<file path="src/rtl/spi_mem_ctrl_if.sv">
// spi_mem_ctrl_if: request/response bundle between a memory requester and the SPI controller.
interface spi_mem_ctrl_if #(
    parameter int ADDR_BITS = 24,
    parameter int CS_BITS   = 1,
    parameter int MAX_BYTES = 4
) ();
    logic                          req_valid;
    logic                          req_ready;
    logic                          req_write;
    logic [3:0]                    req_num_bytes;
    logic [CS_BITS+ADDR_BITS-1:0]  req_addr;
    logic [8*MAX_BYTES-1:0]        req_wdata;
    logic                          rsp_valid;
    logic [8*MAX_BYTES-1:0]        rsp_rdata;
    modport master (
        output req_valid, req_write, req_num_bytes, req_addr, req_wdata,
        input  req_ready, rsp_valid, rsp_rdata
    );
    modport slave (
        input  req_valid, req_write, req_num_bytes, req_addr, req_wdata,
        output req_ready, rsp_valid, rsp_rdata
    );
endinterface

</file>
<file path="src/rtl/spi_mem_ctrl.sv">
// spi_mem_ctrl: mode-0 SPI master for serial flash/RAM with chip-select decode and registered SCLK.
module spi_mem_ctrl #(
    parameter int ADDR_BITS = 24,
    parameter int CS_BITS   = 1,
    parameter int MAX_BYTES = 4,
    parameter int CLK_DIV   = 1,
    parameter int CS_GAP    = 2
) (
    input  logic                  clk,
    input  logic                  rst,
    spi_mem_ctrl_if.slave         bus,
    output logic                  sclk,
    output logic                  mosi,
    input  logic                  miso,
    output logic [2**CS_BITS-1:0] cs_n
);
    localparam int NCS  = 2**CS_BITS;
    localparam int HDR  = 8 + ADDR_BITS;
    localparam int W    = HDR + 8*MAX_BYTES;
    localparam int CW   = $clog2(W + 1);
    localparam int RW   = $clog2(8*MAX_BYTES);
    localparam int DW   = CLK_DIV > 1 ? $clog2(CLK_DIV) : 1;
    localparam int GW   = CS_GAP > 1 ? $clog2(CS_GAP) : 1;
    localparam logic [DW-1:0] DIV_LAST = DW'(CLK_DIV - 1);
    localparam logic [GW-1:0] GAP_LAST = GW'(CS_GAP - 1);

    typedef enum logic [1:0] {IDLE, SHIFT, GAP} state_e;

    state_e                 state_q;
    logic [W-1:0]           sr_q, sr_d;
    logic [CW-1:0]          n_q, n_d, fall_q;
    logic [DW-1:0]          div_q;
    logic [GW-1:0]          gap_q;
    logic [3:0]             nb_d;
    logic [RW-1:0]          rx_idx;
    logic                   write_q, sclk_q, mosi_q, rsp_valid_q;
    logic [NCS-1:0]         cs_n_q;
    logic [8*MAX_BYTES-1:0] rdata_q;

    assign bus.req_ready = (state_q == IDLE) & ~rst;
    assign bus.rsp_valid = rsp_valid_q;
    assign bus.rsp_rdata = rdata_q;
    assign sclk          = sclk_q;
    assign mosi          = mosi_q;
    assign cs_n          = cs_n_q;

    assign nb_d   = (bus.req_num_bytes == 4'd0 || bus.req_num_bytes > 4'(MAX_BYTES)) ? 4'(MAX_BYTES) : bus.req_num_bytes;
    assign n_d    = CW'(HDR) + CW'({nb_d, 3'b000});
    // Data bit j lands in byte j/8 at position 7-j%8, which is simply j^7.
    assign rx_idx = RW'(fall_q - CW'(HDR)) ^ RW'(7);

    // Frame: opcode, address, then data bytes byte0 first; reads clock out zeros.
    always_comb begin
        sr_d = '0;
        sr_d[W-1 -: 8] = bus.req_write ? 8'h02 : 8'h03;
        sr_d[W-9 -: ADDR_BITS] = bus.req_addr[ADDR_BITS-1:0];
        for (int k = 0; k < MAX_BYTES; k++)
            sr_d[W-HDR-1-8*k -: 8] = bus.req_write ? bus.req_wdata[8*k +: 8] : 8'h00;
    end

    always_ff @(posedge clk) begin
        if (rst) begin
            state_q     <= IDLE;
            sr_q        <= '0;
            n_q         <= '0;
            fall_q      <= '0;
            div_q       <= '0;
            gap_q       <= '0;
            write_q     <= 1'b0;
            sclk_q      <= 1'b0;
            mosi_q      <= 1'b0;
            rsp_valid_q <= 1'b0;
            cs_n_q      <= '1;
            rdata_q     <= '0;
        end else begin
            rsp_valid_q <= 1'b0;
            case (state_q)
                IDLE: if (bus.req_valid) begin
                    state_q <= SHIFT;
                    sr_q    <= sr_d;
                    mosi_q  <= sr_d[W-1];
                    n_q     <= n_d;
                    write_q <= bus.req_write;
                    cs_n_q  <= ~(NCS'(1) << bus.req_addr[ADDR_BITS +: CS_BITS]);
                    rdata_q <= '0;
                    fall_q  <= '0;
                    div_q   <= '0;
                    sclk_q  <= 1'b0;
                end
                SHIFT: if (div_q == DIV_LAST) begin
                    div_q  <= '0;
                    sclk_q <= ~sclk_q;
                    // Falling SCLK: sample MISO, advance MOSI, and finish after the last bit.
                    if (sclk_q) begin
                        fall_q <= fall_q + CW'(1);
                        sr_q   <= sr_q << 1;
                        mosi_q <= sr_q[W-2];
                        if (!write_q && fall_q >= CW'(HDR))
                            rdata_q[rx_idx] <= miso;
                        if (fall_q == n_q - CW'(1)) begin
                            state_q     <= GAP;
                            cs_n_q      <= '1;
                            mosi_q      <= 1'b0;
                            rsp_valid_q <= 1'b1;
                            gap_q       <= '0;
                        end
                    end
                end else begin
                    div_q <= div_q + DW'(1);
                end
                GAP: if (gap_q == GAP_LAST) state_q <= IDLE;
                     else gap_q <= gap_q + GW'(1);
                default: state_q <= IDLE;
            endcase
        end
    end
endmodule

</file>
<file path="src/flat_wrapper.sv">
// flat-port wrapper written by rule: the top's interface ports become plain ports
module spi_mem_ctrl_flat 
#(
    parameter int ADDR_BITS = 24,
    parameter int CS_BITS   = 1,
    parameter int MAX_BYTES = 4,
    parameter int CLK_DIV   = 1,
    parameter int CS_GAP    = 2
)
  (clk, rst, sclk, mosi, miso, cs_n, bus_req_valid, bus_req_write, bus_req_num_bytes, bus_req_addr, bus_req_wdata, bus_req_ready, bus_rsp_valid, bus_rsp_rdata);
  spi_mem_ctrl_if #(.ADDR_BITS(ADDR_BITS), .CS_BITS(CS_BITS), .MAX_BYTES(MAX_BYTES)) bus_i ();
  input  logic clk;
  input  logic rst;
  output logic sclk;
  output logic mosi;
  input  logic miso;
  output logic [2**CS_BITS-1:0] cs_n;
  input wire logic [$bits(bus_i.req_valid)-1:0] bus_req_valid;
  input wire logic [$bits(bus_i.req_write)-1:0] bus_req_write;
  input wire logic [$bits(bus_i.req_num_bytes)-1:0] bus_req_num_bytes;
  input wire logic [$bits(bus_i.req_addr)-1:0] bus_req_addr;
  input wire logic [$bits(bus_i.req_wdata)-1:0] bus_req_wdata;
  output wire logic [$bits(bus_i.req_ready)-1:0] bus_req_ready;
  output wire logic [$bits(bus_i.rsp_valid)-1:0] bus_rsp_valid;
  output wire logic [$bits(bus_i.rsp_rdata)-1:0] bus_rsp_rdata;
  assign bus_i.req_valid = bus_req_valid;
  assign bus_i.req_write = bus_req_write;
  assign bus_i.req_num_bytes = bus_req_num_bytes;
  assign bus_i.req_addr = bus_req_addr;
  assign bus_i.req_wdata = bus_req_wdata;
  assign bus_req_ready = bus_i.req_ready;
  assign bus_rsp_valid = bus_i.rsp_valid;
  assign bus_rsp_rdata = bus_i.rsp_rdata;
  spi_mem_ctrl #(.ADDR_BITS(ADDR_BITS), .CS_BITS(CS_BITS), .MAX_BYTES(MAX_BYTES), .CLK_DIV(CLK_DIV), .CS_GAP(CS_GAP)) u_core (.clk(clk), .rst(rst), .bus(bus_i), .sclk(sclk), .mosi(mosi), .miso(miso), .cs_n(cs_n));
endmodule
</file>
<file path="config.mk">
export PLATFORM = sky130hd
export DESIGN_NAME = spi_mem_ctrl_flat
export DESIGN_NICKNAME = d
export VERILOG_FILES = /design/src/rtl/spi_mem_ctrl_if.sv /design/src/rtl/spi_mem_ctrl.sv /design/src/flat_wrapper.sv
export SDC_FILE = /design/constraint.sdc
export NUM_CORES = 1
export LEC_CHECK = 0
export CORE_MARGIN = 5
export CORE_UTILIZATION = 43
export CTS_CLUSTER_DIAMETER = 100
export CTS_CLUSTER_SIZE = 12
export DETAILED_ROUTE_END_ITERATION = 6
export GPL_TIMING_DRIVEN = 0
export PLACE_DENSITY_LB_ADDON = 0.1
export SLEW_MARGIN = 40
export SYNTH_ARGS = -nofsm -noshare
export SYNTH_HDL_FRONTEND = slang
export SYNTH_SLANG_ARGS = --single-unit
</file>
<file path="constraint.sdc">
create_clock -name clk -period 4.05 [get_ports clk]
set_input_delay 1.0125 -clock clk [delete_from_list [all_inputs] [get_ports clk]]
set_output_delay 1.0125 -clock clk [all_outputs]
set_load 0.02 [all_outputs]
</file>
==> summary.md, run 1 <==
| Metric | Value |
|---|---|
| Status | finished, final reports clean |
| RR Startpoint | u_core.fall_q[0] |
| Reg2Reg Setup Slack | ~1.9 ns |
| Seq/Total Area, Yosys | 0.4188 |
| Share of layout cells above drive strength 1 | 0.1270 |
| Max Clock Skew | around 0.0065 ns |
| Number of synthesized flops with an enable pin | 0 |
| Final instance area | between 7000 and 8000 um^2 |
| Main combinational cell family by area after synthesis | compound AO/OA/AOI/OAI gates |
| Synth top cells by count | nand2_1 (121), dfxtp_1 (115), a21oi_1 (75), nor2_1 (74), nand3_1 (46) |
| CTS tree | done |
| CTS Sinks | about 120 |
| CP arrival | ~2.8 ns |
| Synthesized Nets | 741 |
| Clock Path Buffers | 2 |
| Synth top area cells | dfxtp_1 (42%), a311oi_2 (11%), nand2_1 (8.3%) |
| Max Clk Rate | between 200 and 300 MHz |
| Synth Area in Compound Gates | 0.2570 |
| Max-slew violations | 0 |
| LEAKAGE | roughly 0.0025 uW |
| Hold WS | roughly 0.45 ns |
| Worst setup EP type | output pin |
| Synth Area in Simple Gates | 0.2263 |
| Slowest CP cell | clkdlybuf4s50_1 |
| Endpoint of the worst hold path | u_core.sr_q[59] |
| Reg2reg end | u_core.bus.rsp_rdata[6] |
| Min-delay worst type | reg -> reg |
| Worst hold path startpoint | u_core.sr_q[59] |
| Buffers plus inverters on the worst setup path | 4 |
| Core area | 12,570 um^2 |
| Tmin final | between 3 and 4 ns |
| Period utilisation layout | 0.9522 |
| Worst r2r path cells | 6 |
| DRC viols | 0 |
| CTS root buf | clkbuf_16 |
| Top delay family on crit path | buffers and inverters |
| Via count | approximately 5,400 |
| Crit path cell chain | clkbuf_1 -> clkbuf_2 -> clkbuf_1 -> nor3_1 -> clkdlybuf4s50_1 |
| RSZ-0062 raised after global routing | false |
| Avg Cell Area, Syn | a little over 8 um^2 |
| Critical path class | in -> out |
| P&R area growth vs syn | 32.80% |
| Crit Path Max Fanout | 10 |
| Register bit count reported by yosys | 115 |
| Yosys top cell by area | dfxtp_1 |
| Worst slew pin tran | around 0.71 ns |
| Total grt overflow | 0 |
| Port Buf Inserts | between 100 and 150 |
| Critical path depth in cells | 5 |
| Yosys cell types | 45 |
| Gr usage total | 0.2158 |
| Antenna cells | 0 |
| CTS H-tree lvls | 4 |
| First-pass GRT wire length | roughly 26 mm |
| Placed cell area | roughly 6700 um^2 |
| GPL Wtd Cong | a little under 0.9 |
| Vias in the first global route | roughly 5,300 |
| DR WL/cell | about 16 um |
| Final setup viols | 0 |
| Fin nets | roughly 860 |
| Synth Area in Adders | 0.01138 |
| Die height | approximately 120 um |
| Cell Rows | 41 |
| Reg clk slew, reported paths | ~0.05 ns |
| Avg Vias per Cell | ~5.5 |
| Pwr/cell area | between 400 and 500 nW/um^2 |
| Num CTS Buffers | 17 |
| Largest net degree at the start of global routing | 17 |
| Post-synthesis mux area share | 0 |
| Post-Syn Area | 5497 um^2 |
| Post-Synth XOR/XNOR Area | 0.01867 |
| First DRT Iteration DRCs | about 370 |
| Hold buffers post-CTS | 0 |
| Initial antenna violation count | 0 |
| Yosys warnings | 0 |
| Worst EP required | approximately 3 ns |
| Maxcap violations | 0 |
| Antenna Nets Post-Route | 0 |
| Post-synth top area share | 0.4188 |
| Most frequent CP cell | clkbuf_1 |
| Total wire length | around 16 mm |
| Die ar. | roughly 15,000 um^2 |
| Post-synth ARST share | 0 |
| Slew margin rel. | 0.5296 |
| Most frequent cell after synthesis | nand2_1 |
| IO Pins | approximately 100 |
| Initial Util | 0.4373 |
| Die Wd | around 120 um |
| TritonRoute pass-1 iters | 5 |
| Hold depth | 2 |
| Clk_lat worst skew | between 0.4 and 0.5 ns |
| Fin. Hold Viols | 0 |
| Peak VDD IR | between 0.3 and 0.4 mV |
| HPWL after DPL | between 10 and 15 mm |
| Post-synth top flop | dfxtp_1 |
| Post-Synthesis Cells | 670 |
| CP peak stage delay | between 0.5 and 0.6 ns |
| Startpoint Class | input pin |
-- registers in the layout, indices dropped and copies added (netlist names) --
register and count:
u_core.mosi 1, u_core.bus.rsp_rdata 32, u_core.sclk 1, u_core.state_q 2
u_core.fall_q 7, u_core.gap_q 1, u_core.bus.rsp_valid 1, u_core.n_q 4
u_core.write_q 1, u_core.sr_q 63, u_core.cs_n 2
-- where the power goes --
| group | switching (uW) | internal, uW |
|---|---|---|
| Combinational | 225 | 171 |
| Clock | 494 | 909 |
| Sequential | 31.8 | 1190 |
| Total | 751 | 2270 |
-- worst register-to-register path, stage by stage, from the launching register on --
cell	delay (ns)
dfxtp_1	0.49
ha_1	0.20
clkbuf_1	0.45
and4_1	0.27
buf_1	0.39
nand2_1	0.12
a21oi_1	0.15
-- worst max-delay path by stage --
stage / startpoint / to
after floorplan: rst / bus_req_ready
after global placement: rst / bus_req_ready
after detailed placement: rst / bus_req_ready
after CTS: rst / bus_req_ready
after global routing: rst / bus_req_ready
final: rst / bus_req_ready
-- logic make-up (layout without fill, tap and decap cells) --
family / after synthesis / in the layout
simple gates: 279 / 279
fa+ha+maj: 5 / 5
xor+xnor: 10 / 10
compound gates: 182 / 182
flops: 115 / 115
buf+inv: 79 / 212
-- per-layer routing --
metal | vias to the layer above | track usage | share of wire
li1 | 2603 | - | -
met1 | 2551 | 0.2737 | 0.44
met2 | 185 | 0.3509 | 0.48
met3 | 30 | 0.05718 | 0.060
met4 | 0 | 0.08512 | 0.023
met5 | - | 0 | 0
-- placed cells by master (no fill, tap or decap), types with 3 or more instances in the layout --
master	netlist	final
clkbuf_16	0	17
clkbuf_2	2	3
dfxtp_1	115	115
clkinv_2	0	3
a311oi_1	15	15
nand3_1	46	46
a21oi_1	75	75
nand3b_1	4	4
and3b_1	4	4
buf_6	5	5
inv_1	8	8
xnor2_1	4	4
clkbuf_8	0	8
nand2_1	121	121
and4_1	4	4
xor2_1	5	5
buf_1	4	4
buf_4	5	5
buf_2	14	14
nor2_1	74	74
a311oi_2	40	40
clkdlybuf4s50_1	0	101
ha_1	5	5
clkbuf_1	41	44
nor2b_1	3	3
nor3_1	6	5
o21ai_0	36	36
o211ai_1	4	4
nor3b_2	2	3
-- area by class of cell --
class                      instances  area (um^2)
multi-input combinational        476         2831
timing repair buffer             101         1011
sequential                       115         2302
buffer                            71        344.1
clock inverter                     3        15.01
clock buffer                      29        550.5
inverter                           8        30.03
tap                              172        215.2
fill                            1168         5269
-- stage by stage --
| stage | power, uW | setup TNS, ns | setup WS [ns] | utilization | instances |
|---|---|---|---|---|---|
| after floorplan | 1494 | 0 | 1.040 | - | 670 |
| after detailed placement | 1639 | -0.001000 | -0.001000 | 0.5349 | 943 |
| after global routing | 3137 | 0 | 0.04815 | 0.5808 | 975 |
| final | 3023 | 0 | 0.1936 | 0.5808 | 975 |
| after CTS | 3048 | 0 | 0.1350 | 0.5800 | 975 |
| after global placement | 1626 | -0.04350 | -0.04350 | 0.5349 | 943 |
-- timing repair --
action / CTS / global route
resized for setup: 1 / 0
setup endpoints to repair: 1 / 0
setup buffers: 0 / 0
Note: power is estimated with default switching activity, not from simulation.
==> run 2, diff against run 1 <==
HOLD_SLACK_MARGIN = 0.15   (was default)
==> results of run 2 <==
No change in the layout: final DEF, timing and power equal those of run 1.
==> run 3, diff against run 2 <==
CELL_PAD_IN_SITES_DETAIL_PLACEMENT = 1   (was default)
CELL_PAD_IN_SITES_GLOBAL_PLACEMENT = 1   (was default)
CORE_UTILIZATION = 39   (was 43)
clock period = 4 ns   (was 4.05 ns; I/O delays follow)
==> summary.md, run 3 (synthesized netlist as in run 1, its figures left out) <==
| Metric | Value |
|---|---|
| Post-layout util | 0.5225 (-0.05830) |
| Max Clock Skew | 0.007632 ns (+0.001128 ns) |
| TritonRoute pass-1 iters | 4 (-1) |
| Final setup viols | 0 (unchanged) |
| Max FFs per register | 63 (unchanged) |
| Initial antenna violation count | 0 (unchanged) |
| CTS Sinks | 115 (unchanged) |
| Clk_lat worst skew | 0.41 ns (about the same) |
| P&R area growth vs syn | 31.44% |
| Clock Path Buffers | 2 (unchanged) |
| Die height | 128.7 um (+4.6%) |
| Peak VDD IR | 0.2654 mV (-15%) |
| Hold buffers post-CTS | 0 (unchanged) |
| Gr usage total | 0.2196 (+0.003797) |
| Vias in the first global route | 5,709 (+7.1%) |
| CTS root buf | clkbuf_16 |
| Max Clk Rate | 264.7 MHz |
| First-pass GRT wire length | 29.15 mm (+13%) |
| Worst slew pin tran | 0.7408 ns (+0.03517 ns) |
| Status | finished, final reports clean |
| RSZ-0062 raised after global routing | false |
| Fin. Hold Viols | 0 (unchanged) |
| Startpoint Class | input pin |
| Cell Rows | 43 (+4.9%) |
| Period utilisation layout | 0.9446 |
| Total grt overflow | 0 (unchanged) |
| Reg clk slew, reported paths | 0.05 ns (about the same) |
| Tmin final | roughly 3.8 ns |
| Die Wd | 128.7 um (+4.6%) |
| DRC viols | 0 (unchanged) |
| Initial Util | 0.3975 (-0.03981) |
| Die ar. | 16,570 um^2 (+9.4%) |
| Max-slew violations | 0 (unchanged) |
| CP arrival | 2.78 ns (-0.06 ns) |
| Share of layout cells above drive strength 1 | 0.1179 (-0.009081) |
| Final instance area | 7224 um^2 (-1.0%) |
| Avg Vias per Cell | 5.550 (+0.78%) |
| Commonest non-fill, non-tap cell in the layout | nand2_1 |
| IO Pins | 104 (unchanged) |
| CTS H-tree lvls | 4 (unchanged) |
| Via count | 5,422 (+0.99%) |
| Worst setup EP type | output pin |
| Most flops, register | u_core.sr_q |
| Crit Path Max Fanout | 10 (unchanged) |
| Worst EP required | 3.00 ns (-0.04 ns) |
| Critical path class | in -> out |
| First DRT Iteration DRCs | 327 (-11%) |
| GPL Wtd Cong | 0.8199 (-8.1%) |
| Antenna cells | 0 (unchanged) |
| Total wire length | 17.96 mm (+12%) |
| Pwr/cell area | 406.2 nW/um^2 (-1.9%) |
| LEAKAGE | 0.002472 uW (-1.9%) |
| Port Buf Inserts | 101 (unchanged) |
| DR WL/cell | 18.38 um (+12%) |
| Commonest cells after routing, fill and taps aside | nand2_1 (121), dfxtp_1 (115), clkdlybuf4s50_1 (101), a21oi_1 (75), nor2_1 (74) |
| Antenna Nets Post-Route | 0 (unchanged) |
| Final setup TNS | 0 ns (unchanged) |
| CTS tree | done |
| Slew margin rel. | 0.5016 (-0.02800) |
| Largest net degree at the start of global routing | 17 (unchanged) |
| Num CTS Buffers | 17 (unchanged) |
| Min-delay worst type | reg -> reg |
| HPWL after DPL | 12.64 mm (+12%) |
| Maxcap violations | 0 (unchanged) |
| Core area | 13,830 um^2 (+10%) |
| Fin nets | 861 (unchanged) |
| Placed cell area | 6733 um^2 (+0.15%) |
run 3: cell types whose count changed in the layout (fill, tap and decap cells not counted):
| cell | previous run | this run |
|---|---|---|
| clkbuf_8 | 8 | 2 |
| clkbuf_1 | 44 | 46 |
| clkinv_2 | 3 | 1 |
run 3: worst max-delay path, stage by stage:
cell and delay (ns):
clkbuf_1 0.30, clkbuf_2 0.36, clkbuf_1 0.47, nor3_1 0.08, clkdlybuf4s50_1 0.56
run 3: what timing repair did:
action                     4_1_cts  5_1_grt
buffers inserted                 0        0
resized for setup                0        2
setup endpoints to repair        0        1
run 3: worst paths after layout:
kind / slack, ns / start / endpoint / cells after the start
worst max register to register: 1.85 / u_core.fall_q[0] / u_core.bus.rsp_rdata[18] / 6
worst min-delay path: 0.46 / u_core.sr_q[58] / u_core.sr_q[58] / 2
worst max-delay path: 0.22 / rst / bus_req_ready / 5
worst min register to register: 0.46 / u_core.sr_q[58] / u_core.sr_q[58] / 2
run 3: power by group:
part	total [uW]	internal [uW]	switching [uW]	leakage (uW)
clock	1280	799	484	0.000235
combinational	409	173	236	0.00130
sequential	1240	1210	34.8	0.000940
total	2930	2180	755	0.00247
run 3: area by class of cell:
type,count,area (um^2)
Buffer,71,344.1
Clock buffer,25,475.5
Clock inverter,1,5.005
Fill cell,1665,6603
Inverter,8,30.03
Multi-Input combinational cell,476,2831
Sequential cell,115,2302
Tap cell,180,225.2
Timing Repair Buffer,101,1011
run 3: stage by stage:
stage	total power, uW	hold WS (ns)	std cells	setup WS [ns]
2_1_floorplan	1513	0.4320	670	1.015
3_3_place_gp	1650	0.4429	951	0.04955
3_5_place_dp	1668	0.4579	951	0.03200
4_1_cts	2957	0.4646	977	0.01198
5_1_grt	3052	0.4761	977	0.1167
6_report	2934	0.4637	977	0.2217
run 3: metal layers:
layer | global-route usage | wire, um | share of wire | vias to the layer above
li1 | - | - | - | 2601
met1 | 0.2743 | 7862 | 0.44 | 2664
met2 | 0.3710 | 8895 | 0.50 | 128
met3 | 0.05355 | 809 | 0.045 | 29
met4 | 0.07412 | 387 | 0.022 | 0
met5 | 0 | 0 | 0 | -
